$ cat src/rtl/execute_cycle.sv
// execute_cycle: EX stage of a 5-stage RV32 pipeline.
//
// Picks the forwarded operands, runs the ALU and resolves conditional
// branches (taken flag plus target). Every memory-stage signal is then
// held in the EX/MEM pipeline register. BubbleE kills the instruction in
// EX: no branch is taken and its control bits do not reach MEM.
//
// Ports
//   clk, rst                 clock (rising edge), async active-low reset
//   RegWriteE .. BneE        decode control bits for the instruction in EX
//   ALUControlE              ALU opcode
//   RD1_E, RD2_E, Imm_Ext_E  register operands and sign-extended immediate
//   RD_E, PCE, PCPlus4E      destination register, PC and PC+4
//   ForwardA_E, ForwardB_E   hazard-unit forwarding selects
//   ResultW                  writeback result, one of the forwarding sources
//   BubbleE                  kill the instruction in EX
//   PCSrcE, PCTargetE        branch taken / branch target (combinational)
//   *M                       EX/MEM pipeline register outputs

module execute_cycle #(
    parameter int DATA_W = 32,
    parameter int REG_AW = 5
) (
    input  logic              clk,
    input  logic              rst,
    input  logic              RegWriteE,
    input  logic              ALUSrcE,
    input  logic              MemWriteE,
    input  logic              ResultSrcE,
    input  logic              BranchE,
    input  logic              BneE,
    input  logic [2:0]        ALUControlE,
    input  logic [DATA_W-1:0] RD1_E,
    input  logic [DATA_W-1:0] RD2_E,
    input  logic [DATA_W-1:0] Imm_Ext_E,
    input  logic [REG_AW-1:0] RD_E,
    input  logic [DATA_W-1:0] PCE,
    input  logic [DATA_W-1:0] PCPlus4E,
    input  logic [1:0]        ForwardA_E,
    input  logic [1:0]        ForwardB_E,
    input  logic [DATA_W-1:0] ResultW,
    input  logic              BubbleE,
    output logic              PCSrcE,
    output logic [DATA_W-1:0] PCTargetE,
    output logic              RegWriteM,
    output logic              MemWriteM,
    output logic              ResultSrcM,
    output logic [REG_AW-1:0] RD_M,
    output logic [DATA_W-1:0] PCPlus4M,
    output logic [DATA_W-1:0] WriteDataM,
    output logic [DATA_W-1:0] ALU_ResultM
);

    localparam int SH_W = $clog2(DATA_W);

    localparam logic [2:0] ALU_ADD = 3'b000;
    localparam logic [2:0] ALU_SUB = 3'b001;
    localparam logic [2:0] ALU_AND = 3'b010;
    localparam logic [2:0] ALU_OR  = 3'b011;
    localparam logic [2:0] ALU_XOR = 3'b100;
    localparam logic [2:0] ALU_SLT = 3'b101;
    localparam logic [2:0] ALU_SLL = 3'b110;
    localparam logic [2:0] ALU_SRL = 3'b111;

    logic              r_reg_write;
    logic              r_mem_write;
    logic              r_result_src;
    logic [REG_AW-1:0] r_rd;
    logic [DATA_W-1:0] r_pc_plus4;
    logic [DATA_W-1:0] r_write_data;
    logic [DATA_W-1:0] r_alu_result;

    logic [DATA_W-1:0] w_src_a;
    logic [DATA_W-1:0] w_fwd_b;
    logic [DATA_W-1:0] w_src_b;
    logic [SH_W-1:0]   w_shamt;
    logic [DATA_W-1:0] w_alu_result;
    logic              w_zero;

    // Forwarding select: the reserved code 11 falls back to the register value.
    always_comb begin
        case (ForwardA_E)
            2'b01:   w_src_a = ResultW;
            2'b10:   w_src_a = r_alu_result;
            default: w_src_a = RD1_E;
        endcase
    end

    always_comb begin
        case (ForwardB_E)
            2'b01:   w_fwd_b = ResultW;
            2'b10:   w_fwd_b = r_alu_result;
            default: w_fwd_b = RD2_E;
        endcase
    end

    assign w_src_b = ALUSrcE ? Imm_Ext_E : w_fwd_b;

    // Shift amount uses only the low bits of operand B; upper bits are ignored.
    assign w_shamt = w_src_b[SH_W-1:0];

    always_comb begin
        w_alu_result = '0;
        case (ALUControlE)
            ALU_ADD: w_alu_result = w_src_a + w_src_b;
            ALU_SUB: w_alu_result = w_src_a - w_src_b;
            ALU_AND: w_alu_result = w_src_a & w_src_b;
            ALU_OR:  w_alu_result = w_src_a | w_src_b;
            ALU_XOR: w_alu_result = w_src_a ^ w_src_b;
            ALU_SLT: w_alu_result = {{(DATA_W-1){1'b0}},
                                     ($signed(w_src_a) < $signed(w_src_b))};
            ALU_SLL: w_alu_result = w_src_a << w_shamt;
            ALU_SRL: w_alu_result = w_src_a >> w_shamt;
            default: w_alu_result = '0;
        endcase
    end

    assign w_zero = (w_alu_result == '0);

    // Branches always run SUB, so Zero means "operands equal"; BneE inverts it.
    // The rst term keeps the fetch stage from redirecting while held in reset.
    assign PCSrcE    = rst & BranchE & ~BubbleE & (w_zero ^ BneE);
    assign PCTargetE = PCE + Imm_Ext_E;

    always_ff @(posedge clk or negedge rst) begin
        if (!rst) begin
            r_reg_write  <= 1'b0;
            r_mem_write  <= 1'b0;
            r_result_src <= 1'b0;
            r_rd         <= '0;
            r_pc_plus4   <= '0;
            r_write_data <= '0;
            r_alu_result <= '0;
        end else begin
            // A bubble only has to clear the side-effecting controls; the data
            // fields load normally because nothing downstream consumes them.
            r_reg_write  <= RegWriteE  & ~BubbleE;
            r_mem_write  <= MemWriteE  & ~BubbleE;
            r_result_src <= ResultSrcE & ~BubbleE;
            r_rd         <= RD_E;
            r_pc_plus4   <= PCPlus4E;
            r_write_data <= w_fwd_b;
            r_alu_result <= w_alu_result;
        end
    end

    assign RegWriteM   = r_reg_write;
    assign MemWriteM   = r_mem_write;
    assign ResultSrcM  = r_result_src;
    assign RD_M        = r_rd;
    assign PCPlus4M    = r_pc_plus4;
    assign WriteDataM  = r_write_data;
    assign ALU_ResultM = r_alu_result;

endmodule

$ cat config.mk
export PLATFORM = sky130hd
export DESIGN_NAME = execute_cycle
export DESIGN_NICKNAME = d
export VERILOG_FILES = /design/src/rtl/execute_cycle.sv
export SDC_FILE = /design/constraint.sdc
export NUM_CORES = 1
export LEC_CHECK = 0
export ABC_CLOCK_PERIOD_IN_PS = 6000
export BUFFER_PORTS_ARGS = -buffer_cell sky130_fd_sc_hd__buf_2
export CORE_MARGIN = 2
export CORE_UTILIZATION = 25
export DETAILED_ROUTE_END_ITERATION = 10
export PLACE_DENSITY_LB_ADDON = 0.15
export SYNTH_ARGS = -nofsm -noshare
export SYNTH_HDL_FRONTEND = slang
export SYNTH_SLANG_ARGS = --single-unit
$ cat constraint.sdc
create_clock -name clk -period 6 [get_ports clk]
set_clock_uncertainty 0.1 [all_clocks]
set_input_delay 0 -clock clk [delete_from_list [all_inputs] [get_ports clk]]
set_output_delay 0 -clock clk [all_outputs]
set_load 0.01 [all_outputs]
==> results_dict.tcl <==
set metrics [dict create \
    reg2reg_depth 15 \
    ys_seq_elements 104 \
    post-place-ws_ns -0.173 \
    initial_utilization_pct 25.2 \
    worst_setup_path_start_kind "flip-flop" \
    cp_top_family "compound AO/OA/AOI/OAI gates" \
    drtIter0Drc 1797 \
    max_slew_margin_pct 11.0 \
    cap_violations 0 \
    synthesis.nets 2248 \
    r2r-start "ALU_ResultM[6]$_DFF_PN0_" \
    nFillCells 5968 \
    p_comb_share_pct 64.1 \
    final_nets 2683 \
    async_flop_share_pct 100 \
    worst_pin_slew_ns 1.32 \
    gr-usage-all-layers_pct 27.1 \
    cts.sinks 104 \
    worstPathCellList "a221o_1 -> o211ai_4 -> buf_6 -> mux2i_1 -> a221oi_1 -> a221oi_1 -> o211ai_1 -> or4_1 -> nor3_1 -> nand3b_1 -> or4b_4 -> nor4_4 -> a21oi_1 -> nand2b_1 -> buf_2" \
    finalHoldViolCount 0 \
    dp.final_hpwl_mm 66.2 \
    place_area_sq_um 16700 \
    worstHoldStart "ResultW[13]" \
    drt-pass1-iter-count 6 \
    drive_gt1_share_pct 21.8 \
    antenna_found_initial 7 \
    yosysSeqAreaShare_pct 18.8 \
    powerDensity_nw_per_um2 237 \
    area_delta_synth_final_pct 31.5 \
    p_leak_nw 8.48 \
    seq_power_share_pct 20.6 \
    status "completed" \
    port_buffers 349 \
    cts_tree "done" \
    maxSlewViolCount 0 \
    rsz0062_at_grt "no" \
    routed_wl_mm 80.4 \
    layout_setup_ws_ns 0.139 \
    yosys_warnings 0 \
    grt_pass1_vias 16478 \
    clkLatencyLatePin_ns 0.38 \
    drc 0 \
    cp_num_buf_inv 2 \
    path_common_cell "a221oi_1" \
    postSynthAreaPerCell_sq_um 7.27 \
    crit_slowest_cell "a221oi_1" \
    ctsHtreeMaxLevel 3 \
    grt_overflow_total 0 \
    clockBufferDepth 2 \
    wl_per_cell_microns 26.4 \
    end_kind "primary output" \
    row_count 86 \
    synth_cells 1900 \
    intPower_mw 2.13 \
    stdcell_area_sq_um 18200 \
    multi_input_area_sq_um 10300 \
    seqCellArea_sq_um 2600 \
    num_vias 17044 \
    grt_start_max_net_pins 58 \
    report.final.setup_viol 0 \
    crit_type "flip-flop to primary output" \
    switching_power_mw 2.19 \
    cpPeakStageDelay_ns 0.58 \
    die_area_sq_um 57200 \
    yosys.cell_types.count 81 \
    ios 350 \
    clk_pin_slew_ns 0.08 \
    syn_area_sq_um 13800 \
    swShare_pct 50.7 \
    numCtsBuffers 9 \
    period_share_pct 97.7 \
    root_buffer "clkbuf_16" \
    die_h_microns 239 \
    cp_data_arrival_time_ns 5.76 \
    power_frac_clock_pct 15.3 \
    period_minus_slack_ns 5.86 \
    routed_via_density 5.59 \
    timing.rr.end "ALU_ResultM[29]$_DFF_PN0_" \
    ys.flop_type "dfrtp_1" \
    min_to "WriteDataM[13]$_DFF_PN0_" \
    power_mw 4.31 \
    die_w_microns 239 \
    antenna_left 0 \
    gp_congestion 0.958 \
    coreArea_sq_um 54900 \
    crit_fanout 43 \
    hold_path_class "primary input to flip-flop" \
    fin_util_pct 33.1 \
    vdd_drop_max_mv 0.153 \
    min_path_cells 5 \
    setup_tns_ns 0 \
    cp.required_ns 5.90 \
    grt_pass1_wl_mm 115 \
    synth_edf_count 0 \
    r2r_slack_ns 1.24 \
    fmax_mhz 171 \
]
## final cells by class
type | count | area share (%)
Timing Repair Buffer | 550 | 19.4
Sequential cell | 104 | 14.3
Clock buffer | 10 | 1.32
Multi-Input combinational cell | 1526 | 56.6
Inverter | 144 | 2.99
Tap cell | 704 | 4.85
Antenna cell | 5 | 0.0689
Clock inverter | 6 | 0.399
## Yosys cell counts, drive strengths merged, types with 32 or more instances
cell type  count  area share [%]
nor2         233             6.3
nand2        160             4.3
a21oi        145             5.3
inv          144             3.9
o21ai        141             5.1
ha           132              12
dfrtp        104              19
mux2i         99             7.2
clkbuf        94             2.6
a22oi         66             3.6
o22ai         54             2.4
nor3          50             1.8
xnor2         37             2.3
a211oi        33             1.8
buf           32             1.1
## kinds of logic (layout without fill, tap and decap cells)
logic type | Yosys count | in the layout | share of synthesized area, %
buffers and inverters | 270 | 710 | 7.59
multiplexers | 105 | 105 | 7.82
XOR/XNOR | 48 | 48 | 3.04
flip-flops | 104 | 104 | 18.8
AND/OR/NAND/NOR | 579 | 579 | 18.8
other | 0 | 5 | 0
adder cells (fa/ha/maj) | 135 | 135 | 12.4
AO/OA/AOI/OAI | 659 | 659 | 31.6
## worst register-to-register path, cell delays in order, from the launching register on
cell and delay, ns:
dfrtp_1 0.46, a22oi_1 0.12, o21ai_0 0.73, ha_1 0.41, nor3_1 0.15, and3_1 0.25
o21a_1 0.23, buf_4 0.16, o41ai_2 0.44, a221oi_1 0.15, buf_4 0.19, o211ai_1 0.30
a221oi_1 0.19, o21a_1 0.22, or4_1 0.46, nand3_1 0.14
## per-layer routing
layer / global-route usage, % / up-vias / routed length [microns] / share of wire [%]
met2: 44.2 / 792 / 36800 / 46
met5: 0 / - / 27 / 0.034
met1: 36.4 / 8311 / 35500 / 44
met4: 9.02 / 4 / 2410 / 3.0
li1: - / 7822 / - / -
met3: 4.03 / 115 / 5650 / 7.0
## flip-flops by register name (all words and copies together), names as in the netlist
| signal | count |
|---|---|
| ALU_ResultM | 32 |
| ResultSrcM | 1 |
| WriteDataM | 32 |
| RD_M | 5 |
| PCPlus4M | 32 |
| MemWriteM | 1 |
| RegWriteM | 1 |
## repair_timing
action | CTS | global route
gates resized for setup | 10 | 22
hold buffers | 104 | 0
setup endpoints to repair | 1 | 1
pin swaps | 4 | 5
endpoints found under the hold margin | 119 | 0
buffers inserted | 2 | 2
## worst max-delay path by stage
stage | from | endpoint | slack [ns] | cells after the start
final | ALU_ResultM[0]$_DFF_PN0_ | PCSrcE | 0.14 | 15
after global routing | ALU_ResultM[0]$_DFF_PN0_ | PCSrcE | 0.008 | 20
after CTS | ALU_ResultM[3]$_DFF_PN0_ | PCSrcE | 0.007 | 20
after detailed placement | ForwardA_E[0] | PCSrcE | -0.17 | 23
after global placement | ForwardA_E[0] | PCSrcE | -0.22 | 23
after floorplan | ALU_ResultM[2]$_DFF_PN0_ | PCSrcE | 0.03 | 23
## power groups by stage
| stage | clock network [mW] | registers [mW] | logic [mW] |
|---|---|---|---|
| floorplan | 0 | 0.908 | 1.47 |
| global placement | 0 | 0.897 | 2.60 |
| detailed placement | 0 | 0.899 | 2.58 |
| CTS | 0.682 | 0.885 | 2.68 |
| global route | 0.705 | 0.896 | 2.95 |
| finish | 0.660 | 0.887 | 2.76 |
## metrics by stage
step / hold slack (ns) / std cells
4_1_cts: 0.0232 / 3042
3_5_place_dp: -0.0125 / 2920
2_1_floorplan: -0.396 / 1900
3_3_place_gp: -0.0149 / 2920
5_1_grt: 0.0731 / 3049
6_report: 0.0241 / 3049
## layout by cell type (no fill, tap or decap), types with 37 or more instances in the layout
cell             n
o21ai_0        125
o22ai_1         54
nand2_1        160
a22oi_1         66
inv_1          140
a21oi_1        144
xnor2_1         37
buf_4           97
nor2_1         233
mux2i_1         99
nor3_1          50
dlygate4sd3_1  104
ha_1           129
buf_2          347
dfrtp_1        104
(Power assumes the default switching activity.)
